### src/rtl/regfile_param.sv
// Parametrised register file: 2 combinational read ports, 1 write port, $v0 tap, post-reset clear sequencer (optional bypass: REGFILE_BYPASS_EN).
// Latency: reads 0 cycles; writes visible after the write edge; clear takes NUM_REGS enabled cycles.
// Backpressure: none; writes during the clear sequence are dropped and flagged on sticky write_dropped.
module regfile_param #(
    parameter int DATA_W   = 32,
    parameter int NUM_REGS = 32,
    parameter int V0_IDX   = 2,
    localparam int ADDR_W  = $clog2(NUM_REGS)
) (
    input  logic              r_clk,
    input  logic              reset,
    input  logic              r_clk_enable,
    input  logic              write_control,
    input  logic [ADDR_W-1:0] write_reg,
    input  logic [DATA_W-1:0] write_data,
    input  logic [ADDR_W-1:0] read_reg1,
    input  logic [ADDR_W-1:0] read_reg2,
    output logic [DATA_W-1:0] read_data1,
    output logic [DATA_W-1:0] read_data2,
    output logic [DATA_W-1:0] register_v0,
    output logic              busy,
    output logic              write_dropped
);

    localparam logic [0:0] ST_CLEAR = 1'b0;
    localparam logic [0:0] ST_READY = 1'b1;

    localparam logic [ADDR_W-1:0] LAST_IDX = ADDR_W'(NUM_REGS - 1);
    localparam logic [ADDR_W-1:0] V0_ADDR  = ADDR_W'(V0_IDX);

    logic [0:0]        state;
    logic [ADDR_W-1:0] clr_idx;
    logic [DATA_W-1:0] registers [NUM_REGS];

    logic              arr_we;
    logic [ADDR_W-1:0] arr_waddr;
    logic [DATA_W-1:0] arr_wdata;

    assign busy = (state == ST_CLEAR);

    always_ff @(posedge r_clk) begin
        if (reset) begin
            state         <= ST_CLEAR;
            clr_idx       <= '0;
            write_dropped <= 1'b0;
        end else if (r_clk_enable && state == ST_CLEAR) begin
            // clr_idx parks on the last index rather than wrapping
            if (clr_idx == LAST_IDX) begin
                state <= ST_READY;
            end else begin
                clr_idx <= clr_idx + ADDR_W'(1);
            end
            if (write_control) begin
                write_dropped <= 1'b1;
            end
        end
    end

    // Single array write port shared by the clear sequencer and writeback
    always_comb begin
        arr_we    = 1'b0;
        arr_waddr = write_reg;
        arr_wdata = write_data;
        if (!reset && r_clk_enable) begin
            if (state == ST_CLEAR) begin
                arr_we    = 1'b1;
                arr_waddr = clr_idx;
                arr_wdata = '0;
            end else if (write_control && write_reg != '0) begin
                arr_we = 1'b1;
            end
        end
    end

    always_ff @(posedge r_clk) begin
        if (arr_we) begin
            registers[arr_waddr] <= arr_wdata;
        end
    end

    function automatic logic [DATA_W-1:0] read_port(input logic [ADDR_W-1:0] addr);
        logic [DATA_W-1:0] val;
        val = registers[addr];
`ifdef REGFILE_BYPASS_EN
        if (r_clk_enable && write_control && write_reg != '0 && write_reg == addr) begin
            val = write_data;
        end
`endif
        if (busy || addr == '0) begin
            val = '0;
        end
        return val;
    endfunction

    always_comb begin
        read_data1  = read_port(read_reg1);
        read_data2  = read_port(read_reg2);
        register_v0 = read_port(V0_ADDR);
    end

endmodule
### config.mk
export PLATFORM = sky130hd
export DESIGN_NAME = regfile_param
export DESIGN_NICKNAME = d
export VERILOG_FILES = /design/src/rtl/regfile_param.sv
export SDC_FILE = /design/constraint.sdc
export NUM_CORES = 1
export LEC_CHECK = 0
export CAP_MARGIN = 20
export CORE_ASPECT_RATIO = 1.25
export CORE_MARGIN = 3
export CORE_UTILIZATION = 45
export CTS_BUF_LIST = sky130_fd_sc_hd__clkbuf_4 sky130_fd_sc_hd__clkbuf_8
export CTS_CLUSTER_SIZE = 40
export DETAILED_ROUTE_END_ITERATION = 12
export PLACE_DENSITY_LB_ADDON = 0.2
export SLEW_MARGIN = 0
export SYNTH_ARGS = -nofsm -noshare
export SYNTH_HDL_FRONTEND = slang
export SYNTH_SLANG_ARGS = --single-unit
### constraint.sdc
create_clock -name r_clk -period 6.1 [get_ports r_clk]
set_input_delay 1.525 -clock r_clk [delete_from_list [all_inputs] [get_ports r_clk]]
set_output_delay 1.525 -clock r_clk [all_outputs]
set_load 0.1 [all_outputs]
After elaboration in Yosys (flattened, before gate mapping)
Memories as Yosys holds them, arrays and structs flattened.
Cells that the tools add are included.
Operators by class
  $add $sub $neg: 1
  equality and inequality tests: 1
  multiplexer cells: 12
  bitwise logic cells: 2
  reductions and logical operators: 12
Operators with widths (count)
  two-way mux 32 bit: 5
  zero test 5 bit: 2
  two-way mux 5 bit: 2
  AND reduction 2 bit: 3
  adder 5 x 1 -> 5 bit, second input constant: 1
  == test 5 bit, second input constant: 1
  two-way mux 1 bit: 5
  nonzero test 5 bit: 1
  logical AND 1 bit: 3
  logical OR 1 bit: 2
  NOT 1 bit: 2
  zero test 1 bit: 1
Word-level totals
  bits in registers: 7
  memory bits (writable): 1024
  bits of input ports: 51
  output and inout port bits: 98
  word-level logic and storage cells: 32
  memories: 1
Memory list
  registers: words 32, bits a word 32, rd ports 3, clocked after memory_dff 0, wr ports 1, RTL line 33  | logic [DATA_W-1:0] registers [NUM_REGS];

Logic depth before layout (Yosys ltp)
Gate-level depths: netlist of run 1.
  word-level depth: 7
  gate-level depth with buffers: 8
  mapped depth without buffers: 7

Least setup slack after synthesis of run 1
OpenSTA, ideal clock, no wires.
  path kind: input-to-output
  from: in read_reg1[1]
  to: out read_data1[12]
  arrival: 3.635 ns
  required time: 4.575 ns
  setup slack: 0.940 ns
  cell stages on the path: 6
  path buffers: 3
  cells stage by stage: buf_4 buf_4 buf_1 mux4_2 a22oi_1 nand4_1
Between the ends
  cells in the longest elaborated chain, start to end: 3
  elaborated cells between the ends (all ways): 4
RTL lines
  start, declared: RTL line 16  | input logic [ADDR_W-1:0] read_reg1,
  parallel branches: the longest is 2 deep, another holds memory (32 x 32 bit)
  two-way mux 32 bit (*): RTL line 89  | if (busy || addr == '0) begin
  end, declared: RTL line 18  | output logic [DATA_W-1:0] read_data1,
Every way passes the cells marked *.

Worst setup path in the final report of run 1
  from: in read_reg1[4]
  to: out read_data1[12]
Same word-level chain as after synthesis.

==> out/qor.yml, run 1 <==
drive_above_1_share_pct: 26.2
required_ns: 4.58
die_h_um: 373
synthXorXnorAreaFrac_pct: 0.0541
clock-sinks: 1031
synth-seq-area-share_pct: 63.6
first_pass_iters: 6
gp_congestion: 0.890
cts_hold_buf: 0
fin_setup_tns_ns: 0
area_growth_pct: 17.6
viasPerCell: 6.73
hold_viol_final: 0
multi_input_area_um2: 16800
synthArstFlopShare_pct: 0
cts_buffers: 159
synthMuxAreaShare_pct: 22.6
fin_crit_ns: 5.82
final_common_cell: "edfxtp_1"
synth-edff-count: 1024
power_density_nw_per_um2: 259
io_pins: 149
top_layer: "met5"
cts.htree.levels: 4
worstSetupEndpointType: "output port"
post-dp-hpwl_mm: 111
post_dp_cell_area_um2: 53800
rsz0062_at_grt: "false"
max_cap_viol_count: 0
hold_start: "write_dropped"
start_util_pct: 45.4
die_width_um: 300
first_global_vias: 32800
ir_worst_vdd_uv: 290
root_buffer: "clkbuf_8"
num_rows: 134
leakagePower_uw: 0.0198
tightest_slew_ns: 1.14
wl_met2_mm: 84.4
skew_ns: 0.0313
clkTransAtPathRegs_ns: 0.07
ys_ff_latch: 1031
worstReg2RegStart: "state"
antenna_found_initial: 7
regArea_um2: 30900
die-area_um2: 112000
wirelength_mm: 176
io_buffers: 148
cp-startpoint: "read_reg1[4]"
netlist_area_um2: 48600
core-area_um2: 107000
crit_path_max_fanout: 18
grt_pass1_wl_mm: 244
syn-mean-instance-area_um2: 16.4
syn_nets: 3012
fin_crit_sh_pct: 95.3
finalSetupViolCount: 0
wl_per_cell_um: 36.6
cp.arrival_ns: 4.29
status: "finished clean"
crit_type: "in -> out"
clkLatencyLatePin_ns: 0.89
grt_usage_pct: 31.1
cts-resized-gates: 0
drcViolationCount: 0
drt-initial-drc-count: 4225
post-route-util_pct: 53.4
post_cts_buffers: 0
max_freq_mhz: 172
ys.warnings.count: 0
synth_top_family_by_area: "multiplexers"
cts_tree: "built"
cts_max_path_buffers: 3
start_kind: "primary input"
grt_max_degree: 65
detail-route-antenna-nets: 0
vias: 32300
relSlewSlack_pct: 24.3
met1_length_mm: 62.5
synth-simple-area-share_pct: 5.66
stdcell_area_um2: 57100
synthAdderAreaFrac_pct: 0.0515
final_cell_mix: "edfxtp_1 (1024), mux2i_1 (522), mux4_2 (254)"
min-delay-path-class: "reg -> reg"
routed-wl-met3_mm: 16.1
grt-ovfl-total: 0
fill_cells: 8652
synth_compound_area_share_pct: 5.36
drv_slew: 0
ys_types: 43
synth_flop_cell: "edfxtp_1"
netlist_instances: 2959
nNetsFinal: 3300
-- final timing paths --
| check | slack [ns] | to | depth (start not counted) |
|---|---|---|---|
| min | 0.49 | write_dropped | 2 |
| max | 0.28 | read_data1[12] | 7 |
| max reg2reg | 2.64 | registers[6][12] | 7 |
| min reg2reg | 0.49 | write_dropped | 2 |
-- cells in the mapped netlist (13+ instances only) --
cell	number	area [µm²]
a31oi_1	20	125
buf_2	63	315
edfxtp_1	1024	30700
nand4_1	65	407
mux2i_1	522	5230
mux4_2	254	5720
buf_4	60	450
and3_1	55	344
nor2_1	47	176
nand3_1	131	656
nand2_1	113	424
a21oi_1	135	676
clkbuf_1	90	338
and2_1	38	238
a22oi_1	230	1730
nor2b_1	40	250
buf_6	13	146
-- critical path, cell delays in order --
cell	delay [ns]
clkdlybuf4s50_1	0.55
buf_4	0.22
and4b_2	1.04
buf_4	0.33
a22oi_1	0.10
nand4_1	0.28
buf_12	0.22
-- final cells by class --
cell class | count | area share (%)
clock buffer | 209 | 4.58
tap | 1428 | 3.13
clock inverter | 73 | 0.847
sequential | 1031 | 54.1
inverter | 3 | 0.0197
antenna | 1 | 0.00438
multi-input combinational | 1692 | 29.5
timing repair buffer | 360 | 7.88
-- through the flow --
step	hold WS (ns)	setup WS (ns)	cells	total power [µW]
3_5_place_dp	0.482	0.397	4502	9150
2_1_floorplan	0.506	0.940	2959	8700
4_1_cts	0.491	0.398	4784	14800
3_3_place_gp	0.464	0.310	4494	9110
5_1_grt	0.531	0.311	4797	15200
6_report	0.488	0.285	4797	14800
-- where the power goes --
| group | internal (µW) | switching [µW] | total, µW |
|---|---|---|---|
| sequential | 7860 | 18.3 | 7870 |
| combinational | 446 | 706 | 1150 |
| clock | 3010 | 2780 | 5790 |
-- cells by family (layout without fill, tap and decap cells) --
logic type                 after synthesis  count (layout)
DFF                                   1031            1031
muxes                                  779             779
and+or+nand+nor                        515             515
AOI/OAI and AO/OA                      393             393
buffers and inverters                  236             645
xor gates and xnor gates                 3               3
adders and majority gates                2               2
other                                    0               1
-- registers in the layout (all words and copies together) (netlist names) --
register / flops
clr_idx: 5
state: 1
registers: 1024
write_dropped: 1
-- per-layer routing --
layer	GRT usage, %	vias to the layer above
met3	5.81	604
met5	0	-
met2	50.6	2210
met1	38.4	16700
li1	-	12700
met4	19.7	6
(Power assumes the default switching activity.)
==> inputs of run 2 (changes only) <==
--- a/config.mk
+++ b/config.mk
@@ -5,10 +5,9 @@
 export SDC_FILE = /design/constraint.sdc
 export NUM_CORES = 1
 export LEC_CHECK = 0
-export CAP_MARGIN = 20
 export CORE_ASPECT_RATIO = 1.25
 export CORE_MARGIN = 3
-export CORE_UTILIZATION = 45
+export CORE_UTILIZATION = 25
 export CTS_BUF_LIST = sky130_fd_sc_hd__clkbuf_4 sky130_fd_sc_hd__clkbuf_8
 export CTS_CLUSTER_SIZE = 40
 export DETAILED_ROUTE_END_ITERATION = 12
==> run 2 against run 1 <==
  * Sequential power barely moved
  * Highest routed layer is now met4
  * Power fell by 0.18%
  * Critical path depth rose by 1
  * Via count fell by 7.1%
  * Non-clock buffer count fell by 10
  * Clock-buffer cell count did not move
  * Worst setup slack got worse by 0.12 ns
  * Largest cell class unchanged
  * Hold slack improved by 0.0065 ns
  * Clock skew fell by 0.0076 ns
==> out/qor.yml, run 2 (synthesized netlist as in run 1, its figures left out) <==
tightest_slew_ns: 1.28  # +0.143 ns
wl_per_cell_um: 30.3  # -17%
crit_type: "in -> out"
area_growth_pct: 20.1
wirelength_mm: 179  # +1.9%
leakagePower_uw: 0.0197  # -0.55%
num_rows: 180  # +34%
die_h_um: 499  # +34%
power_density_nw_per_um2: 254  # -2.2%
ir_worst_vdd_uv: 201  # -31%
grt_max_degree: 67  # +3.1%
die-area_um2: 200000  # +78%
cp.arrival_ns: 4.41  # +0.12 ns
start_kind: "primary input"
start_util_pct: 25.2  # -20 points
final_common_cell: "edfxtp_1"
clkLatencyLatePin_ns: 0.88  # about the same
cts_max_path_buffers: 3  # unchanged
cts_buffers: 160  # +0.63%
cp_slowest_cell: "clkdlybuf4s50_1"
crit_path_max_fanout: 12  # -6
fin_setup_tns_ns: 0  # unchanged
io_buffers: 148  # unchanged
cp.buffers_inverters: 4  # unchanged
critPathTopFamily: "buffers and inverters"
rsz0062_at_grt: "false"
drt-initial-drc-count: 2518  # -40%
grt_pass1_wl_mm: 248  # +1.5%
max_freq_mhz: 168  # -2.1%
crit_top_cell: "buf_4"
required_ns: 4.58  # about the same
min-delay-path-class: "reg -> reg"
clkTransAtPathRegs_ns: 0.06  # about the same
largest_reg_flops: 1024  # unchanged
cts_hold_buf: 0  # unchanged
grt-ovfl-total: 0  # unchanged
slowest_delay_ns: 0.74  # -0.30 ns
relSlewSlack_pct: 14.4  # -9.9 points
worstSetupEndpointType: "output port"
regMostFlops: "registers"
drcViolationCount: 0  # unchanged
nNetsFinal: 3291  # -0.27%
finalSetupViolCount: 0  # unchanged
fin_crit_sh_pct: 97.4  # +2.0 points
root_buffer: "clkbuf_8"
path_cells: "clkdlybuf4s50_1 -> nor3b_4 -> buf_4 -> nor3b_2 -> buf_4 -> a22oi_1 -> nand4_1 -> buf_12"
fin_crit_ns: 5.94  # +0.124 ns
viasPerCell: 5.08  # -25%
cts_tree: "built"
post-dp-hpwl_mm: 115  # +4.1%
post-route-util_pct: 30.3  # -23 points
hold_viol_final: 0  # unchanged
io_pins: 149  # unchanged
drv_slew: 0  # unchanged
detail-route-antenna-nets: 0  # unchanged
largestRegisters: "registers x1024, clr_idx x5"
gp_congestion: 0.810  # -8.9%
clock-sinks: 1031  # unchanged
first_global_vias: 31200  # -5.0%
post_cts_buffers: 0  # unchanged
vias: 30000  # -7.1%
grt_usage_pct: 17.6  # -14 points
status: "finished clean"
max_cap_viol_count: 0  # unchanged
first_pass_iters: 5  # -1
final_cell_mix: "edfxtp_1 (1024), mux2i_1 (522), mux4_2 (254)"
antenna_found_initial: 10  # +3
cts-resized-gates: 0  # unchanged
skew_ns: 0.0237  # -0.00764 ns
die_width_um: 400  # +33%
drive_above_1_share_pct: 26.0  # -0.20 points
cts.htree.levels: 4  # unchanged
core-area_um2: 193000  # +80%
## run 2: layer usage
metal / track usage, % / routed length (µm) / vias up
li1: - / - / 12700
met1: 21.6 / 73100 / 16100
met2: 31.5 / 92500 / 965
met3: 2.98 / 8830 / 242
met4: 5.03 / 4730 / 0
met5: 0 / 0 / -
## run 2: stage by stage
| stage | total power [µW] | cells | setup slack, ns | area (µm²) | hold WS, ns |
|---|---|---|---|---|---|
| 2_1_floorplan | 8700 | 2959 | 0.940 | 48600 | 0.506 |
| 4_1_cts | 15000 | 5904 | 0.172 | 58300 | 0.497 |
| 6_report | 14800 | 5909 | 0.160 | 58300 | 0.494 |
| 3_5_place_dp | 9150 | 5624 | 0.172 | 55200 | 0.487 |
| 5_1_grt | 15300 | 5906 | 0.126 | 58300 | 0.525 |
| 3_3_place_gp | 9150 | 5624 | 0.141 | 55200 | 0.464 |
## run 2: final timing paths
| kind | cells after the start | slack, ns | startpoint | endpoint |
|---|---|---|---|---|
| max | 8 | 0.16 | read_reg1[4] | read_data1[29] |
| min | 2 | 0.49 | write_dropped | write_dropped |
| max reg2reg | 5 | 2.92 | state | registers[6][13] |
| min reg2reg | 2 | 0.49 | write_dropped | write_dropped |
## run 2: final cells by class
class                      count  area (µm²)
multi-input combinational   1692       16900
sequential                  1031       30900
fill                       19200      134000
inverter                       3        11.3
tap                         2548        3190
antenna                        5        12.5
timing repair buffer         350        4300
clock buffer                 209        2610
clock inverter                71         454
## run 2: report_power, final
part           leakage (µW)  total [µW]  switching, µW  internal, µW
Combinational       0.00872        1110            690           424
Sequential          0.00934        7870           17.1          7860
Clock               0.00162        5800           2810          2990
## run 2: tightest hold or removal path, stage by stage (launching register included)
cell and delay (ns):
dfxtp_1 0.31, inv_1 0.04, o21ai_0 0.08
